$ cat src/rtl/fpu_arbiter_if.sv
// Requester/fpu bundle for fpu_arbiter.
//   master : arbiter view. Takes the packed requester orders/operands and the fpu
//            handshake; drives per-requester accepted/done, the shared result bus
//            and the fpu order/operand lines.
//   slave  : environment view (requesters plus fpu), the mirror of master.
interface fpu_arbiter_if #(
    parameter int N_REQ    = 2,
    parameter int LEN_WORD = 32
);
    logic [N_REQ-1:0]          req_order;
    logic [N_REQ*3-1:0]        req_func3;
    logic [N_REQ*7-1:0]        req_func7;
    logic [N_REQ*LEN_WORD-1:0] req_rs1;
    logic [N_REQ*LEN_WORD-1:0] req_rs2;
    logic [N_REQ-1:0]          req_accepted;
    logic [N_REQ-1:0]          req_done;
    logic [LEN_WORD-1:0]       req_rd;

    logic                      fpu_order;
    logic [2:0]                fpu_func3;
    logic [6:0]                fpu_func7;
    logic [LEN_WORD-1:0]       fpu_rs1;
    logic [LEN_WORD-1:0]       fpu_rs2;
    logic                      fpu_accepted;
    logic                      fpu_done;
    logic [LEN_WORD-1:0]       fpu_rd;

    modport master (
        input  req_order, req_func3, req_func7, req_rs1, req_rs2,
        input  fpu_accepted, fpu_done, fpu_rd,
        output req_accepted, req_done, req_rd,
        output fpu_order, fpu_func3, fpu_func7, fpu_rs1, fpu_rs2
    );

    modport slave (
        output req_order, req_func3, req_func7, req_rs1, req_rs2,
        output fpu_accepted, fpu_done, fpu_rd,
        input  req_accepted, req_done, req_rd,
        input  fpu_order, fpu_func3, fpu_func7, fpu_rs1, fpu_rs2
    );
endinterface

$ cat src/rtl/fpu_arbiter.sv
// fpu_arbiter: round-robin share of one fpu between N_REQ requesters.
// One operation in flight at a time; the winner's operands are latched at grant,
// the fpu order is sequenced, and rd/done are routed back to the winner only.
// Ports:
//   clk  : clock, all state on rising edge
//   rst  : synchronous reset, active-high
//   bus  : fpu_arbiter_if.master (requester orders/operands in, accepted/done/rd out;
//          fpu order/operands out, fpu accepted/done/rd in)

// Per-requester slice: eligibility and packed operand word.
module fpu_arbiter_lane #(
    parameter int LEN_WORD = 32,
    parameter int OPW      = 10 + 2*LEN_WORD
) (
    input  logic                order,
    input  logic                done,
    input  logic [2:0]          func3,
    input  logic [6:0]          func7,
    input  logic [LEN_WORD-1:0] rs1,
    input  logic [LEN_WORD-1:0] rs2,
    output logic                elig,
    output logic [OPW-1:0]      op
);
    // A requester being told done this cycle still shows its old order; masking
    // it here keeps that stale order from winning a second grant.
    assign elig = order & ~done;
    assign op   = {func3, func7, rs1, rs2};
endmodule

module fpu_arbiter #(
    parameter int N_REQ    = 2,
    parameter int LEN_WORD = 32
) (
    input  logic           clk,
    input  logic           rst,
    fpu_arbiter_if.master  bus
);
    localparam int GW  = $clog2(N_REQ);
    localparam int OPW = 10 + 2*LEN_WORD;

    typedef enum logic [1:0] {IDLE, ISSUE, WAIT} state_t;

    typedef struct packed {
        logic [2:0]          func3;
        logic [6:0]          func7;
        logic [LEN_WORD-1:0] rs1;
        logic [LEN_WORD-1:0] rs2;
    } op_t;

    state_t              state, state_nxt;
    logic [GW-1:0]       rr_ptr, grant, winner;
    logic                any_elig;
    logic [N_REQ-1:0]    elig;
    logic [OPW-1:0]      lane_op [N_REQ];
    op_t                 op_q;
    logic [N_REQ-1:0]    acc_q, done_q;
    logic [LEN_WORD-1:0] rd_q;
    logic                order;
    logic                finish;
    logic [N_REQ-1:0]    win_oh, grant_oh;

    genvar g;
    generate
        for (g = 0; g < N_REQ; g++) begin : g_lane
            fpu_arbiter_lane #(.LEN_WORD(LEN_WORD), .OPW(OPW)) u_lane (
                .order (bus.req_order[g]),
                .done  (done_q[g]),
                .func3 (bus.req_func3[g*3 +: 3]),
                .func7 (bus.req_func7[g*7 +: 7]),
                .rs1   (bus.req_rs1[g*LEN_WORD +: LEN_WORD]),
                .rs2   (bus.req_rs2[g*LEN_WORD +: LEN_WORD]),
                .elig  (elig[g]),
                .op    (lane_op[g])
            );
        end
    endgenerate

    // First eligible index scanning rr_ptr, rr_ptr+1, ... with wrap at N_REQ
    // (explicit subtract so non-power-of-2 N_REQ wraps correctly).
    always_comb begin
        int idx;
        idx      = 0;
        winner   = '0;
        any_elig = 1'b0;
        for (int k = 0; k < N_REQ; k++) begin
            idx = int'(rr_ptr) + k;
            if (idx >= N_REQ) idx = idx - N_REQ;
            if (!any_elig && elig[idx]) begin
                winner   = GW'(idx);
                any_elig = 1'b1;
            end
        end
    end

    assign win_oh   = {{(N_REQ-1){1'b0}}, 1'b1} << winner;
    assign grant_oh = {{(N_REQ-1){1'b0}}, 1'b1} << grant;

    // Next state and fpu-side strobes.
    always_comb begin
        state_nxt = state;
        order     = 1'b0;
        finish    = 1'b0;
        case (state)
            IDLE: begin
                // stray fpu_done / fpu_accepted are ignored here
                if (any_elig) state_nxt = ISSUE;
            end
            ISSUE: begin
                order = 1'b1;
                if (bus.fpu_accepted) begin
                    if (bus.fpu_done) begin
                        finish    = 1'b1;
                        state_nxt = IDLE;
                    end else begin
                        state_nxt = WAIT;
                    end
                end
            end
            WAIT: begin
                if (bus.fpu_done) begin
                    finish    = 1'b1;
                    state_nxt = IDLE;
                end
            end
            default: state_nxt = IDLE;
        endcase
    end

    always_ff @(posedge clk) begin
        if (rst) begin
            state  <= IDLE;
            rr_ptr <= '0;
            grant  <= '0;
            op_q   <= '0;
            acc_q  <= '0;
            done_q <= '0;
            rd_q   <= '0;
        end else begin
            state  <= state_nxt;
            acc_q  <= '0;
            done_q <= '0;
            if (state == IDLE && any_elig) begin
                grant  <= winner;
                op_q   <= op_t'(lane_op[winner]);
                rr_ptr <= (winner == GW'(N_REQ-1)) ? '0 : winner + GW'(1);
                acc_q  <= win_oh;
            end
            if (finish) begin
                rd_q   <= bus.fpu_rd;
                done_q <= grant_oh;
            end
        end
    end

    // fpu_order is a decode of ISSUE; after a completion the state is IDLE, so the
    // order is never held into the cycle following fpu_done.
    assign bus.fpu_order    = order;
    assign bus.fpu_func3    = op_q.func3;
    assign bus.fpu_func7    = op_q.func7;
    assign bus.fpu_rs1      = op_q.rs1;
    assign bus.fpu_rs2      = op_q.rs2;
    assign bus.req_accepted = acc_q;
    assign bus.req_done     = done_q;
    assign bus.req_rd       = rd_q;
endmodule

$ cat src/flat_wrapper.sv
// flat-port wrapper written by rule: the top's interface ports become plain ports
module fpu_arbiter_flat 
#(
    parameter int N_REQ    = 2,
    parameter int LEN_WORD = 32
)
  (clk, rst, bus_req_order, bus_req_func3, bus_req_func7, bus_req_rs1, bus_req_rs2, bus_fpu_accepted, bus_fpu_done, bus_fpu_rd, bus_req_accepted, bus_req_done, bus_req_rd, bus_fpu_order, bus_fpu_func3, bus_fpu_func7, bus_fpu_rs1, bus_fpu_rs2);
  fpu_arbiter_if #(.N_REQ(N_REQ), .LEN_WORD(LEN_WORD)) bus_i ();
  input  logic clk;
  input  logic rst;
  input wire logic [$bits(bus_i.req_order)-1:0] bus_req_order;
  input wire logic [$bits(bus_i.req_func3)-1:0] bus_req_func3;
  input wire logic [$bits(bus_i.req_func7)-1:0] bus_req_func7;
  input wire logic [$bits(bus_i.req_rs1)-1:0] bus_req_rs1;
  input wire logic [$bits(bus_i.req_rs2)-1:0] bus_req_rs2;
  input wire logic [$bits(bus_i.fpu_accepted)-1:0] bus_fpu_accepted;
  input wire logic [$bits(bus_i.fpu_done)-1:0] bus_fpu_done;
  input wire logic [$bits(bus_i.fpu_rd)-1:0] bus_fpu_rd;
  output wire logic [$bits(bus_i.req_accepted)-1:0] bus_req_accepted;
  output wire logic [$bits(bus_i.req_done)-1:0] bus_req_done;
  output wire logic [$bits(bus_i.req_rd)-1:0] bus_req_rd;
  output wire logic [$bits(bus_i.fpu_order)-1:0] bus_fpu_order;
  output wire logic [$bits(bus_i.fpu_func3)-1:0] bus_fpu_func3;
  output wire logic [$bits(bus_i.fpu_func7)-1:0] bus_fpu_func7;
  output wire logic [$bits(bus_i.fpu_rs1)-1:0] bus_fpu_rs1;
  output wire logic [$bits(bus_i.fpu_rs2)-1:0] bus_fpu_rs2;
  assign bus_i.req_order = bus_req_order;
  assign bus_i.req_func3 = bus_req_func3;
  assign bus_i.req_func7 = bus_req_func7;
  assign bus_i.req_rs1 = bus_req_rs1;
  assign bus_i.req_rs2 = bus_req_rs2;
  assign bus_i.fpu_accepted = bus_fpu_accepted;
  assign bus_i.fpu_done = bus_fpu_done;
  assign bus_i.fpu_rd = bus_fpu_rd;
  assign bus_req_accepted = bus_i.req_accepted;
  assign bus_req_done = bus_i.req_done;
  assign bus_req_rd = bus_i.req_rd;
  assign bus_fpu_order = bus_i.fpu_order;
  assign bus_fpu_func3 = bus_i.fpu_func3;
  assign bus_fpu_func7 = bus_i.fpu_func7;
  assign bus_fpu_rs1 = bus_i.fpu_rs1;
  assign bus_fpu_rs2 = bus_i.fpu_rs2;
  fpu_arbiter #(.N_REQ(N_REQ), .LEN_WORD(LEN_WORD)) u_core (.clk(clk), .rst(rst), .bus(bus_i));
endmodule
$ cat config.mk
export PLATFORM = sky130hd
export DESIGN_NAME = fpu_arbiter_flat
export DESIGN_NICKNAME = d
export VERILOG_FILES = /design/src/rtl/fpu_arbiter_if.sv /design/src/rtl/fpu_arbiter.sv /design/src/flat_wrapper.sv
export SDC_FILE = /design/constraint.sdc
export NUM_CORES = 1
export LEC_CHECK = 0
export CAP_MARGIN = 20
export CORE_MARGIN = 3
export CORE_UTILIZATION = 30
export CTS_CLUSTER_SIZE = 16
export DETAILED_ROUTE_END_ITERATION = 12
export MAX_ROUTING_LAYER = met4
export PLACE_DENSITY = 0.69
export SLEW_MARGIN = 20
export SYNTH_ARGS = -nofsm -noshare
export SYNTH_HDL_FRONTEND = slang
export SYNTH_SLANG_ARGS = --single-unit
$ cat constraint.sdc
create_clock -name clk -period 1.5 [get_ports clk]
set_input_delay 0.3 -clock clk [delete_from_list [all_inputs] [get_ports clk]]
set_output_delay 0.3 -clock clk [all_outputs]
set_load 0.03 [all_outputs]
==> reports/metrics.csv <==
metric,value,unit
status,finished with violations,
failed_checks,negative setup slack,
final_common_cell,clkdlybuf4s50_1,
regArea,0.00229,sq mm
period_minus_slack,1.53,ns
final_cell_count_no_fill,1134,
drt_iter0_markers,311,
skew,0.00999,ns
syn-num-nets,797,
grt_max_degree,60,
setup_slack,-0.0272,ns
core-area,0.0162,sq mm
finalSetupTns,-0.0547,ns
ys.warnings.count,0,
grt_overflow,0,
ys_top_cells_by_area,"dfxtp_1, nand3_1, o311ai_1",
dp_hpwl,13600,um
stdcell_area,0.00947,sq mm
setup_violations,4,
hold_ws,0.130,ns
final_nets,1093,
cap_violations,0,
via_per_inst,5.25,
start_kind,flop,
wirelength,22100,um
clkTransAtPathRegs,0.06,ns
ir_drop,808,uV
synth-seq-cells,114,
hold_viol,0,
holdBufCountCts,0,
drive_gt1_frac,0.149,
vias,5952,
drv_slew,0,
cts_tree,done,
multi_input_area,0.00237,sq mm
mostFrequentLayoutCells,"clkdlybuf4s50_1, nand3_1, dfxtp_1, inv_1, dlygate4sd2_1",
syn_to_final_growth,88.0,%
clock.fmax,0.655,GHz
powerDensity,1150,mW/mm^2
dp.cells,1084,
port_buffers,296,
gp_congestion,0.776,
cp_max_fo,8,
critPathKind,flop to flop,
cts_sinks,114,
leakagePower,3.73,nW
netlist.area_leader.share,0.453,
relSlewSlack,0.747,
antenna_found_initial,1,
io_pins,297,
grt_pass1_vias,5764,
synthDistinctLibCells,31,
rows,46,
clock_latency,0.41,ns
grt_pass1_wl,30400,um
finalCritPeriodShare,1.02,
die_w,136,um
grt_usage,0.213,
die-area,0.0184,sq mm
clockRootBuffer,clkbuf_16,
avgSynthCellArea,8.28,sq um
cts.htree.levels,4,
initial_utilization,0.311,
numCtsBuffers,17,
clockBufferDepth,2,
cp.required,1.81,ns
syn_area,0.00504,sq mm
fillCellCount,1466,
syn_inst,608,
hp-class,input pin to flop,
drc,0,
grt_setup_unrepaired,yes,
tightest_slew,0.380,ns
yosys.area.top_type,dfxtp_1,
synth-seq-area-share,0.453,
cp-end-kind,flop,
critPathArrivalTime,1.84,ns
dr.pass1.iters,5,
routedWlPerCell,19.5,um
fp.dieH,136,um
ant_nets,0,
place_area,0.00834,sq mm
-- path summary, 6_finish.rpt --
check	start	end	slack, ns	cells after the start
worst max register to register	u_core.state[0]$_SDFFE_PP0P_	u_core.bus.fpu_rs2[0]$_SDFFE_PP0P_	-0.03	7
worst min-delay path	rst	u_core.rr_ptr$_SDFFE_PP0P_	0.13	2
worst max-delay path	u_core.state[0]$_SDFFE_PP0P_	u_core.bus.fpu_rs2[0]$_SDFFE_PP0P_	-0.03	7
worst min register to register	u_core.grant$_SDFFE_PP0P_	u_core.bus.req_done[0]$_SDFF_PP0_	0.43	1
-- where the power goes --
part	total, mW	internal, mW	switching [mW]
logic	3.27	1.45	1.83
registers	3.50	3.34	0.158
clock network	4.14	2.69	1.45
total	10.9	7.48	3.43
-- Yosys cell counts (all sizes together) --
library cell and count:
buf 39, a311oi 1, a21oi 33, and4bb 2, ha 3, and2 1
mux2i 1, inv 80, o21ai 32, nand2b 3, nand2 3, a21boi 1
clkbuf 28, a211oi 1, nor2b 2, or3b 2, nor4 2, a211o 1
nand3b 1, nand3 180, o311ai 74, o31ai 2, a21o 1, dfxtp 114
nor3 1
-- per-layer routing --
layer,vias up,global-route usage,wire [um]
met5,-,-,0
met4,0,0.0750,556
met3,41,0.0706,2070
met2,286,0.336,10800
met1,2827,0.256,8630
li1,2798,-,-
-- cell families after synthesis --
kind of cell	synth area share
flip-flops	0.453
buffers and inverters	0.130
adder cells (fa/ha/maj)	0.00745
AO/OA/AOI/OAI	0.205
multiplexers	0.00199
AND/OR/NAND/NOR	0.202
-- flip-flops by register name (all words and copies together), names as in the netlist, 2 cells and up --
name,cells
u_core.state,2
u_core.bus.req_rd,32
u_core.bus.req_accepted,2
u_core.bus.fpu_rs2,32
u_core.bus.req_done,2
u_core.bus.fpu_func3,3
u_core.bus.fpu_func7,7
u_core.bus.fpu_rs1,32
-- final cells by class --
cell class / instances / share of cell area
multi-input combinational: 347 / 0.251
tap: 216 / 0.0285
clock buffer: 22 / 0.0490
sequential: 114 / 0.242
timing repair buffer: 344 / 0.384
inverter: 80 / 0.0320
antenna: 1 / 0.000264
clock inverter: 10 / 0.0139
-- through the flow --
| stage | power [mW] | worst slack, ns | utilization |
|---|---|---|---|
| after floorplan | 5.05 | 0.0539 | - |
| after global placement | 6.56 | -0.408 | 0.515 |
| after detailed placement | 6.59 | -0.449 | 0.515 |
| after CTS | 10.6 | -0.0915 | 0.548 |
| after global routing | 11.3 | -0.0925 | 0.585 |
| final | 10.9 | -0.0272 | 0.585 |
-- worst max-delay path: stages (launching register included) --
cell	delay, ns
dfxtp_4	0.36
inv_4	0.07
ha_4	0.15
and4bb_4	0.31
buf_12	0.17
clkbuf_16	0.18
nand3_1	0.10
o311ai_2	0.09
-- timing repair --
| action | 4_1_cts | 5_1_grt |
|---|---|---|
| cloned | 1 | 13 |
| hold endpoints to repair | 0 | 0 |
| pin swaps | 1 | 14 |
| endpoints found under the setup margin | 173 | 142 |
| buffers inserted | 0 | 3 |
| gates resized for setup | 122 | 102 |
Power figures use the tool's default switching activity.
